**src/rtl/axil_arb_pkg.sv**
```systemverilog
// -----------------------------------------------------------------------------
// axil_arb_pkg
//   Shared types and constants for the two-manager AXI4-Lite round-robin
//   arbiter (axil_rr_arbiter) and its picker (axil_rr_pick2).
//   No ports: package only.
// -----------------------------------------------------------------------------
package axil_arb_pkg;

  // Number of upstream managers merged onto the single downstream port.
  localparam int num_ports_lp = 2;

  // AXI-Lite protection field width.
  localparam int prot_width_lp = 3;

  // Write channel: arbitrate, forward AW+W, route B back.
  typedef enum logic [1:0] {
    e_idle,
    e_wr_busy,
    e_wr_resp
  } arb_wr_state_e;

  // Read channel: arbitrate, forward AR, route R back. Enum literals share the
  // package scope with the write enum, so the read idle state needs its own name.
  typedef enum logic [1:0] {
    e_rd_idle,
    e_rd_addr,
    e_rd_resp
  } arb_rd_state_e;

endpackage

```
**src/rtl/axil_rr_pick2.sv**
```systemverilog
// -----------------------------------------------------------------------------
// axil_rr_pick2
//   Combinational two-way round-robin picker.
//   req    : request vector, bit i = port i wants the channel
//   last   : id of the port granted most recently
//   gnt_v  : at least one request is present
//   gnt_id : id of the selected port (only meaningful with gnt_v)
//   A lone requester always wins; on a tie the port that did not go last wins.
// -----------------------------------------------------------------------------
module axil_rr_pick2
  import axil_arb_pkg::*;
(
  input  logic [num_ports_lp-1:0] req,
  input  logic                    last,
  output logic                    gnt_v,
  output logic                    gnt_id
);

  // NOTE: every output gets a value on every path through always_comb
  // (defaults first), otherwise synthesis infers a latch.
  always_comb begin
    gnt_v  = 1'b0;
    gnt_id = 1'b0;
    if (req != '0) begin
      gnt_v  = 1'b1;
      gnt_id = (req == 2'b11) ? ~last : req[1];
    end
  end

endmodule

```
**src/rtl/axil_rr_arbiter.sv**
```systemverilog
// -----------------------------------------------------------------------------
// axil_rr_arbiter
//   Two-manager to one-subordinate AXI4-Lite arbiter. Write and read channels
//   are arbitrated independently, each round-robin with one outstanding
//   transaction at a time.
//   clk_i, reset_i : single clock, synchronous active-high reset
//   s00_axil_*     : upstream manager 0 (this block is its subordinate)
//   s01_axil_*     : upstream manager 1
//   m00_axil_*     : downstream port to the shared subordinate
//   Address/prot/data/strb and responses pass through unmodified; ready and
//   response-valid paths are combinational through the registered grant.
// -----------------------------------------------------------------------------
module axil_rr_arbiter
  import axil_arb_pkg::*;
#(
  parameter int addr_width_p = 32,
  parameter int data_width_p = 32
) (
  input  logic                      clk_i,
  input  logic                      reset_i,

  input  logic [addr_width_p-1:0]   s00_axil_awaddr,
  input  logic [prot_width_lp-1:0]  s00_axil_awprot,
  input  logic                      s00_axil_awvalid,
  output logic                      s00_axil_awready,
  input  logic [data_width_p-1:0]   s00_axil_wdata,
  input  logic [data_width_p/8-1:0] s00_axil_wstrb,
  input  logic                      s00_axil_wvalid,
  output logic                      s00_axil_wready,
  output logic [1:0]                s00_axil_bresp,
  output logic                      s00_axil_bvalid,
  input  logic                      s00_axil_bready,
  input  logic [addr_width_p-1:0]   s00_axil_araddr,
  input  logic [prot_width_lp-1:0]  s00_axil_arprot,
  input  logic                      s00_axil_arvalid,
  output logic                      s00_axil_arready,
  output logic [data_width_p-1:0]   s00_axil_rdata,
  output logic [1:0]                s00_axil_rresp,
  output logic                      s00_axil_rvalid,
  input  logic                      s00_axil_rready,

  input  logic [addr_width_p-1:0]   s01_axil_awaddr,
  input  logic [prot_width_lp-1:0]  s01_axil_awprot,
  input  logic                      s01_axil_awvalid,
  output logic                      s01_axil_awready,
  input  logic [data_width_p-1:0]   s01_axil_wdata,
  input  logic [data_width_p/8-1:0] s01_axil_wstrb,
  input  logic                      s01_axil_wvalid,
  output logic                      s01_axil_wready,
  output logic [1:0]                s01_axil_bresp,
  output logic                      s01_axil_bvalid,
  input  logic                      s01_axil_bready,
  input  logic [addr_width_p-1:0]   s01_axil_araddr,
  input  logic [prot_width_lp-1:0]  s01_axil_arprot,
  input  logic                      s01_axil_arvalid,
  output logic                      s01_axil_arready,
  output logic [data_width_p-1:0]   s01_axil_rdata,
  output logic [1:0]                s01_axil_rresp,
  output logic                      s01_axil_rvalid,
  input  logic                      s01_axil_rready,

  output logic [addr_width_p-1:0]   m00_axil_awaddr,
  output logic [prot_width_lp-1:0]  m00_axil_awprot,
  output logic                      m00_axil_awvalid,
  input  logic                      m00_axil_awready,
  output logic [data_width_p-1:0]   m00_axil_wdata,
  output logic [data_width_p/8-1:0] m00_axil_wstrb,
  output logic                      m00_axil_wvalid,
  input  logic                      m00_axil_wready,
  input  logic [1:0]                m00_axil_bresp,
  input  logic                      m00_axil_bvalid,
  output logic                      m00_axil_bready,
  output logic [addr_width_p-1:0]   m00_axil_araddr,
  output logic [prot_width_lp-1:0]  m00_axil_arprot,
  output logic                      m00_axil_arvalid,
  input  logic                      m00_axil_arready,
  input  logic [data_width_p-1:0]   m00_axil_rdata,
  input  logic [1:0]                m00_axil_rresp,
  input  logic                      m00_axil_rvalid,
  output logic                      m00_axil_rready
);

  // ---------------------------------------------------------------------------
  // Write channel
  // ---------------------------------------------------------------------------
  arb_wr_state_e wr_state_r;
  logic          wgrant_r;
  logic          last_wgrant_r;
  logic          aw_done_r;
  logic          w_done_r;

  logic          wr_pick_v;
  logic          wr_pick_id;
  logic          wr_busy;
  logic          wr_resp;
  logic          aw_hs;
  logic          w_hs;
  logic          b_hs;

  // Only awvalid requests a write grant; an early wvalid just waits.
  axil_rr_pick2 u_wr_pick (
    .req    ({s01_axil_awvalid, s00_axil_awvalid}),
    .last   (last_wgrant_r),
    .gnt_v  (wr_pick_v),
    .gnt_id (wr_pick_id)
  );

  assign wr_busy = (wr_state_r == e_wr_busy);
  assign wr_resp = (wr_state_r == e_wr_resp);
  assign aw_hs   = m00_axil_awvalid & m00_axil_awready;
  assign w_hs    = m00_axil_wvalid  & m00_axil_wready;
  assign b_hs    = m00_axil_bvalid  & m00_axil_bready;

  // NOTE: sequential state uses non-blocking assignments so every register
  // samples pre-edge values regardless of statement order.
  always_ff @(posedge clk_i) begin
    if (reset_i) begin
      wr_state_r    <= e_idle;
      wgrant_r      <= 1'b0;
      last_wgrant_r <= 1'b1;   // s00 wins the first tie
      aw_done_r     <= 1'b0;
      w_done_r      <= 1'b0;
    end else begin
      case (wr_state_r)
        e_idle: begin
          if (wr_pick_v) begin
            wgrant_r   <= wr_pick_id;
            aw_done_r  <= 1'b0;
            w_done_r   <= 1'b0;
            wr_state_r <= e_wr_busy;
          end
        end
        e_wr_busy: begin
          // AW and W complete independently, in either order or together.
          aw_done_r <= aw_done_r | aw_hs;
          w_done_r  <= w_done_r  | w_hs;
          if ((aw_done_r | aw_hs) && (w_done_r | w_hs)) begin
            wr_state_r <= e_wr_resp;
          end
        end
        e_wr_resp: begin
          if (b_hs) begin
            last_wgrant_r <= wgrant_r;
            wr_state_r    <= e_idle;
          end
        end
        default: wr_state_r <= e_idle;
      endcase
    end
  end

  // Forward the granted manager's AW/W; each valid is masked once accepted.
  assign m00_axil_awaddr  = wgrant_r ? s01_axil_awaddr : s00_axil_awaddr;
  assign m00_axil_awprot  = wgrant_r ? s01_axil_awprot : s00_axil_awprot;
  assign m00_axil_awvalid = wr_busy & ~aw_done_r &
                            (wgrant_r ? s01_axil_awvalid : s00_axil_awvalid);
  assign m00_axil_wdata   = wgrant_r ? s01_axil_wdata : s00_axil_wdata;
  assign m00_axil_wstrb   = wgrant_r ? s01_axil_wstrb : s00_axil_wstrb;
  assign m00_axil_wvalid  = wr_busy & ~w_done_r &
                            (wgrant_r ? s01_axil_wvalid : s00_axil_wvalid);
  assign m00_axil_bready  = wr_resp & (wgrant_r ? s01_axil_bready : s00_axil_bready);

  assign s00_axil_awready = m00_axil_awready & wr_busy & ~aw_done_r & ~wgrant_r;
  assign s01_axil_awready = m00_axil_awready & wr_busy & ~aw_done_r &  wgrant_r;
  assign s00_axil_wready  = m00_axil_wready  & wr_busy & ~w_done_r  & ~wgrant_r;
  assign s01_axil_wready  = m00_axil_wready  & wr_busy & ~w_done_r  &  wgrant_r;
  assign s00_axil_bvalid  = m00_axil_bvalid  & wr_resp & ~wgrant_r;
  assign s01_axil_bvalid  = m00_axil_bvalid  & wr_resp &  wgrant_r;
  assign s00_axil_bresp   = m00_axil_bresp;
  assign s01_axil_bresp   = m00_axil_bresp;

  // ---------------------------------------------------------------------------
  // Read channel
  // ---------------------------------------------------------------------------
  arb_rd_state_e rd_state_r;
  logic          rgrant_r;
  logic          last_rgrant_r;

  logic          rd_pick_v;
  logic          rd_pick_id;
  logic          rd_addr;
  logic          rd_resp;
  logic          ar_hs;
  logic          r_hs;

  axil_rr_pick2 u_rd_pick (
    .req    ({s01_axil_arvalid, s00_axil_arvalid}),
    .last   (last_rgrant_r),
    .gnt_v  (rd_pick_v),
    .gnt_id (rd_pick_id)
  );

  assign rd_addr = (rd_state_r == e_rd_addr);
  assign rd_resp = (rd_state_r == e_rd_resp);
  assign ar_hs   = m00_axil_arvalid & m00_axil_arready;
  assign r_hs    = m00_axil_rvalid  & m00_axil_rready;

  always_ff @(posedge clk_i) begin
    if (reset_i) begin
      rd_state_r    <= e_rd_idle;
      rgrant_r      <= 1'b0;
      last_rgrant_r <= 1'b1;
    end else begin
      case (rd_state_r)
        e_rd_idle: begin
          if (rd_pick_v) begin
            rgrant_r   <= rd_pick_id;
            rd_state_r <= e_rd_addr;
          end
        end
        e_rd_addr: begin
          // Leaving the state on the handshake doubles as the AR done mask.
          if (ar_hs) begin
            rd_state_r <= e_rd_resp;
          end
        end
        e_rd_resp: begin
          if (r_hs) begin
            last_rgrant_r <= rgrant_r;
            rd_state_r    <= e_rd_idle;
          end
        end
        default: rd_state_r <= e_rd_idle;
      endcase
    end
  end

  assign m00_axil_araddr  = rgrant_r ? s01_axil_araddr : s00_axil_araddr;
  assign m00_axil_arprot  = rgrant_r ? s01_axil_arprot : s00_axil_arprot;
  assign m00_axil_arvalid = rd_addr & (rgrant_r ? s01_axil_arvalid : s00_axil_arvalid);
  assign m00_axil_rready  = rd_resp & (rgrant_r ? s01_axil_rready  : s00_axil_rready);

  assign s00_axil_arready = m00_axil_arready & rd_addr & ~rgrant_r;
  assign s01_axil_arready = m00_axil_arready & rd_addr &  rgrant_r;
  assign s00_axil_rvalid  = m00_axil_rvalid  & rd_resp & ~rgrant_r;
  assign s01_axil_rvalid  = m00_axil_rvalid  & rd_resp &  rgrant_r;
  assign s00_axil_rdata   = m00_axil_rdata;
  assign s01_axil_rdata   = m00_axil_rdata;
  assign s00_axil_rresp   = m00_axil_rresp;
  assign s01_axil_rresp   = m00_axil_rresp;

endmodule

```
**config.mk**
```make
export PLATFORM = sky130hd
export DESIGN_NAME = axil_rr_arbiter
export DESIGN_NICKNAME = d
export VERILOG_FILES = /design/src/rtl/axil_arb_pkg.sv /design/src/rtl/axil_rr_pick2.sv /design/src/rtl/axil_rr_arbiter.sv
export SDC_FILE = /design/constraint.sdc
export NUM_CORES = 1
export LEC_CHECK = 0
export ABC_AREA = 1
export BUFFER_PORTS_ARGS = -buffer_cell sky130_fd_sc_hd__buf_2
export CAP_MARGIN = 0
export CORE_AREA = 2 2 178 180
export DETAILED_ROUTE_END_ITERATION = 12
export DIE_AREA = 0 0 180 182
export PLACE_DENSITY = 0.38
export REMOVE_ABC_BUFFERS = 1
export SYNTH_ARGS = -nofsm -noshare
export SYNTH_HDL_FRONTEND = slang
export SYNTH_SLANG_ARGS = --single-unit
export TNS_END_PERCENT = 100
```
**constraint.sdc**
```tcl
create_clock -name clk_i -period 1.7 [get_ports clk_i]
set_clock_uncertainty 0.2 [all_clocks]
set_input_delay 0.085 -clock clk_i [delete_from_list [all_inputs] [get_ports clk_i]]
set_output_delay 0.085 -clock clk_i [all_outputs]
set_load 0.05 [all_outputs]
```
Word level (Yosys, flattened, before mapping)
Index checks and enable logic that the tools add are counted.
{"block": "classes", "eq_ne": 12, "mux": 28, "bitwise": 37, "reduce_logical": 13}
{"operator": "two-way mux 32 bit", "n": 3}
{"operator": "bitwise AND 1 bit", "n": 29}
{"operator": "two-way mux 1 bit", "n": 12}
{"operator": "two-way mux 2 bit", "n": 6}
{"operator": "one-hot mux 2 bit (3 select lines)", "n": 2}
{"operator": "inequality test 2 x 1 -> 1 bit, second input constant", "n": 5}
{"operator": "AND reduction 2 bit", "n": 5}
{"operator": "== test 2 bit, second input constant", "n": 4}
{"operator": "two-way mux 3 bit", "n": 2}
{"operator": "inverter 1 bit", "n": 6}
{"operator": "AND reduction 3 bit", "n": 2}
{"operator": "nonzero test 2 bit", "n": 3}
{"operator": "== test 2 x 1 -> 1 bit, second input constant", "n": 2}
{"operator": "logical NOT 2 bit", "n": 2}
{"operator": "two-way mux 4 bit", "n": 1}
{"operator": "one-hot mux 1 bit (2 select lines)", "n": 2}
{"operator": "inequality test 2 bit, second input constant", "n": 1}
{"operator": "bitwise OR 1 bit", "n": 2}
{"operator": "logical AND 1 bit", "n": 1}
{"block": "word_totals", "regBits": 10, "inputBits": 265, "output_inout_bits": 193, "wordCells": 98}

Depth between registers and ports, before layout
{"block": "logic_depth", "depth_word": 8, "depth_mapped": 10}

Cells and area by module
Synthesis repeated with hierarchy kept, for this count alone.
{"block": "unflattened", "cells_unflattened": 523, "hier_area_um2": 2507.4}
{"module": "axil_rr_arbiter", "n_inst": 1, "cells_each": 517, "area_per_inst_um2": 2477.4, "seq_area_each_um2": 200.2}
{"module": "axil_rr_pick2", "n_inst": 2, "cells_each": 3, "area_per_inst_um2": 15.0, "seq_area_each_um2": 0.0}

Worst setup path before layout
No wires, ideal clock.
{"block": "synth_path", "path_kind": "register to output", "start": "reg wgrant_r", "end": "out s01_axil_awready", "arrival_time_ps": 2163, "t_required_ps": 1415, "setup_slack_ps": -748, "stages_incl_launch_ff": 5, "path_buffers": 2, "cell_sequence": "dfxtp_1 buf_6 inv_6 buf_2 nor4_1"}
{"block": "synth_via", "elab_chain_cells": 1}
{"element": "start: declaration", "line": "axil_rr_arbiter.sv:87", "source": "logic wgrant_r;"}
{"element": "start signal: assignment", "line": "axil_rr_arbiter.sv:127", "source": "wgrant_r <= wr_pick_id;"}
{"element": "bitwise AND 1 bit", "line": "axil_rr_arbiter.sv:164", "source": "assign s01_axil_awready = m00_axil_awready & wr_busy & ~aw_done_r & wgrant_r;"}
{"element": "end: declaration", "line": "axil_rr_arbiter.sv:45", "source": "output logic s01_axil_awready,"}
No other way between the ends.

Final worst setup path
{"block": "layout_path", "start": "in m00_axil_rdata[18]", "end": "out s00_axil_rdata[18]"}
{"element": "start: declaration", "line": "axil_rr_arbiter.sv:77", "source": "input logic [data_width_p-1:0] m00_axil_rdata,"}
{"element": "end: declaration", "line": "axil_rr_arbiter.sv:37", "source": "output logic [data_width_p-1:0] s00_axil_rdata,"}
No word-level cell between the ends.

==> metrics.md <==
| Metric | Value |
|---|---|
| Series of cell instances along the critical path | dlygate4sd3_1 |
| Post-synthesis cell count | 522 |
| Cell type with the highest aggregate area in the netlist | nand2_1 |
| Pin count of the biggest net entering global routing | 41 |
| Slew @ Worst Pin | approximately 1300 ps |
| Share of the cycle needed by the critical path after routing | 102% |
| Final standard cell count with taps included and fillers excluded | 1,238 |
| Detail Route Antenna Nets | 0 |
| Number of CTS-inserted buffers | 3 |
| Utilization after layout | between 10% and 20% |
| Rel. slew slack | about an eighth |
| Most used cells in the layout excluding fill and tap cells | 346 x nand2_1, 308 x buf_2, 25 x buf_4 |
| Peak per-stage delay on the critical path | approximately 1400 ps |
| Global route total overflow | 0 |
| Number of distinct standard cells referenced by the synthesized netlist | 24 |
| Achievable frequency | approximately 580 MHz |
| Standard cell with the maximum stage delay on the critical path | dlygate4sd3_1 |
| Setup violators final | 12 |
| Global Route Usage Sum | around 11% |
| Kind of critical path | in -> out |
| Total number of vias | roughly 4,300 |
| Top cells by area, synth | nand2_1 52%, buf_4 23%, dfxtp_1 7.9%, inv_1 2.8%, buf_2 2.6% |
| Starting DRC count in detailed routing | 186 |
| Max VDD drop | 0.320 mV |
| Power Dens Cells | ~620 nW/um^2 |
| Wire length of the first global-routing pass | ~27,000 um |
| Hold slack | 14.0 ps |
| Proportion of synthesized chip area in sequential cells | 7.94% |
| Synthesized area | ~2500 sq um |
| DP Wirelength | between 15,000 and 20,000 um |
| TritonCTS clock tree | done |
| Site Rows | 65 |
| Number of setup buffers added after CTS | 0 |
| Final GP Congestion | 0.777 |
| Fraction of post-synthesis cell area in the top cell type by area | between 50% and 60% |
| Vertical extent of the die | between 150 and 200 um |
| Number of register bits inferred by synthesis | 10 |
| Leakage component of the power | 3.18 nW |
| Endpoint required time on the critical path | ~1400 ps |
| Violations in the final reports | negative setup slack |
| Reg clk slew, reported paths | 40 ps |
| Antenna violations before repair | 5 |
| Port Buffers | 349 |
| Top fanout value on the critical path | 2 |
| Power Total | about 3.2 mW |
| Max clock buf depth | 2 |
| Top-level port count | between 400 and 500 |
| Mapped Avg Cell Area | roughly 4.8 sq um |
| Combined buffer and inverter count along the critical path | 1 |
| Post-layout net count | 1,102 |
| Arr. time, crit path | 1450 ps |
| Type of element capturing the critical path | output port |
| Worst slack, placed | approximately 93 ps |
| Post-detailed-routing wire length | approximately 20,000 um |
| Worst path setup slack after routing | -36.5 ps |
| Most frequent standard cell in the layout excluding fill and tap cells | nand2_1 |
| Yosys warnings | 0 |
| Final design instance area without fill | 5230 sq um |
| Layout cells sized above 1 | just under 50% |
| Top delay family on crit path | buffers and inverters |
| Root Driver | clkbuf_16 |
| Detail-routed net length per standard cell | around 16 um |
| Core region area | ~31,000 sq um |
| Count of clock tree sinks | 10 |
| Number of antenna repair diodes | 0 |
| Fill cell count | 3,648 |
| Final-layout setup total negative slack | -274 ps |
| CP Launch Type | primary input |
| Minimum clock period after layout | 1740 ps |
| Remaining DRCs | 0 |
| Initial Util | roughly 8% |
| Number of global-route vias before repair | between 4,000 and 5,000 |
| DIE AREA | 32,800 sq um |
| Chip Width | 180 um |
| Vias/cell | around 3.5 |
| Type of the most critical hold path | in -> reg |
| Worst-skew pair later-pin latency | between 200 and 250 ps |
| Layout overhead on the synthesized area | 107% |
| H-tree Lvls | 1 |
| Number of hold-slack violations in the final timing report | 0 |
| Result of the run | complete, but fails checks |
| Count of pins over their slew limit | 0 |
| DRT Pass-1 Iters | 5 |
| Placed insts | around 1,200 |
| Max_cap viols | 0 |
| Cell area after placement | 4360 sq um |
-- final cells by class --
class,count,area [sq um],share of cell area (%)
timing repair buffer,408,2720,52.0
multi-input combinational,394,1630,31.1
tap,402,503,9.62
sequential,10,210,4.02
clock buffer,4,88.8,1.70
inverter,20,82.6,1.58
-- repair_timing --
item                                    in CTS  in global routing
pin swaps                                    2                  1
hold buffers                                42                  0
endpoints found under the hold margin       78                  0
cloned                                       0                  3
endpoints found under the setup margin      39                 81
resized for setup                           25                 63
-- layer usage --
metal | share of wire, % | vias up | track usage (%)
met5 | 1.4 | - | 6.37
met4 | 1.4 | 4 | 1.50
met3 | 14 | 25 | 7.06
met2 | 45 | 309 | 18.7
met1 | 38 | 1865 | 12.1
li1 | - | 2124 | -
-- sequential cells by signal (all words and copies together) (netlist names) --
name           count
aw_done_r          1
last_rgrant_r      1
last_wgrant_r      1
rd_state_r         2
rgrant_r           1
w_done_r           1
wgrant_r           1
wr_state_r         2
-- where the power goes --
group          internal (mW)  switching, mW
Combinational          0.678           1.81
Sequential             0.246         0.0174
Clock                  0.354          0.112
-- Yosys cell counts (all sizes together) --
cell type,instances
o21ai,5
nor3,7
nor2,13
nor3b,2
dfxtp,10
nor4,2
and2,1
nand2,348
buf,92
inv,20
o211ai,2
nand3,5
a21oi,9
clkbuf,6
-- cells by family after synthesis --
| logic type | synth area share, % |
|---|---|
| AO/OA/AOI/OAI | 4.02 |
| buffers and inverters | 30.2 |
| flip-flops | 7.94 |
| AND/OR/NAND/NOR | 57.9 |
-- path summary, 6_finish.rpt --
check	start	end	cells past startpoint	slack, ps
setup reg to reg	rd_state_r[0]	rgrant_r	4	180
hold reg to reg	last_wgrant_r	last_wgrant_r	2	270
setup / recovery	m00_axil_rdata[18]	s00_axil_rdata[18]	1	-40
hold / removal	s00_axil_awvalid	wgrant_r	4	10
(Power assumes the default switching activity.)
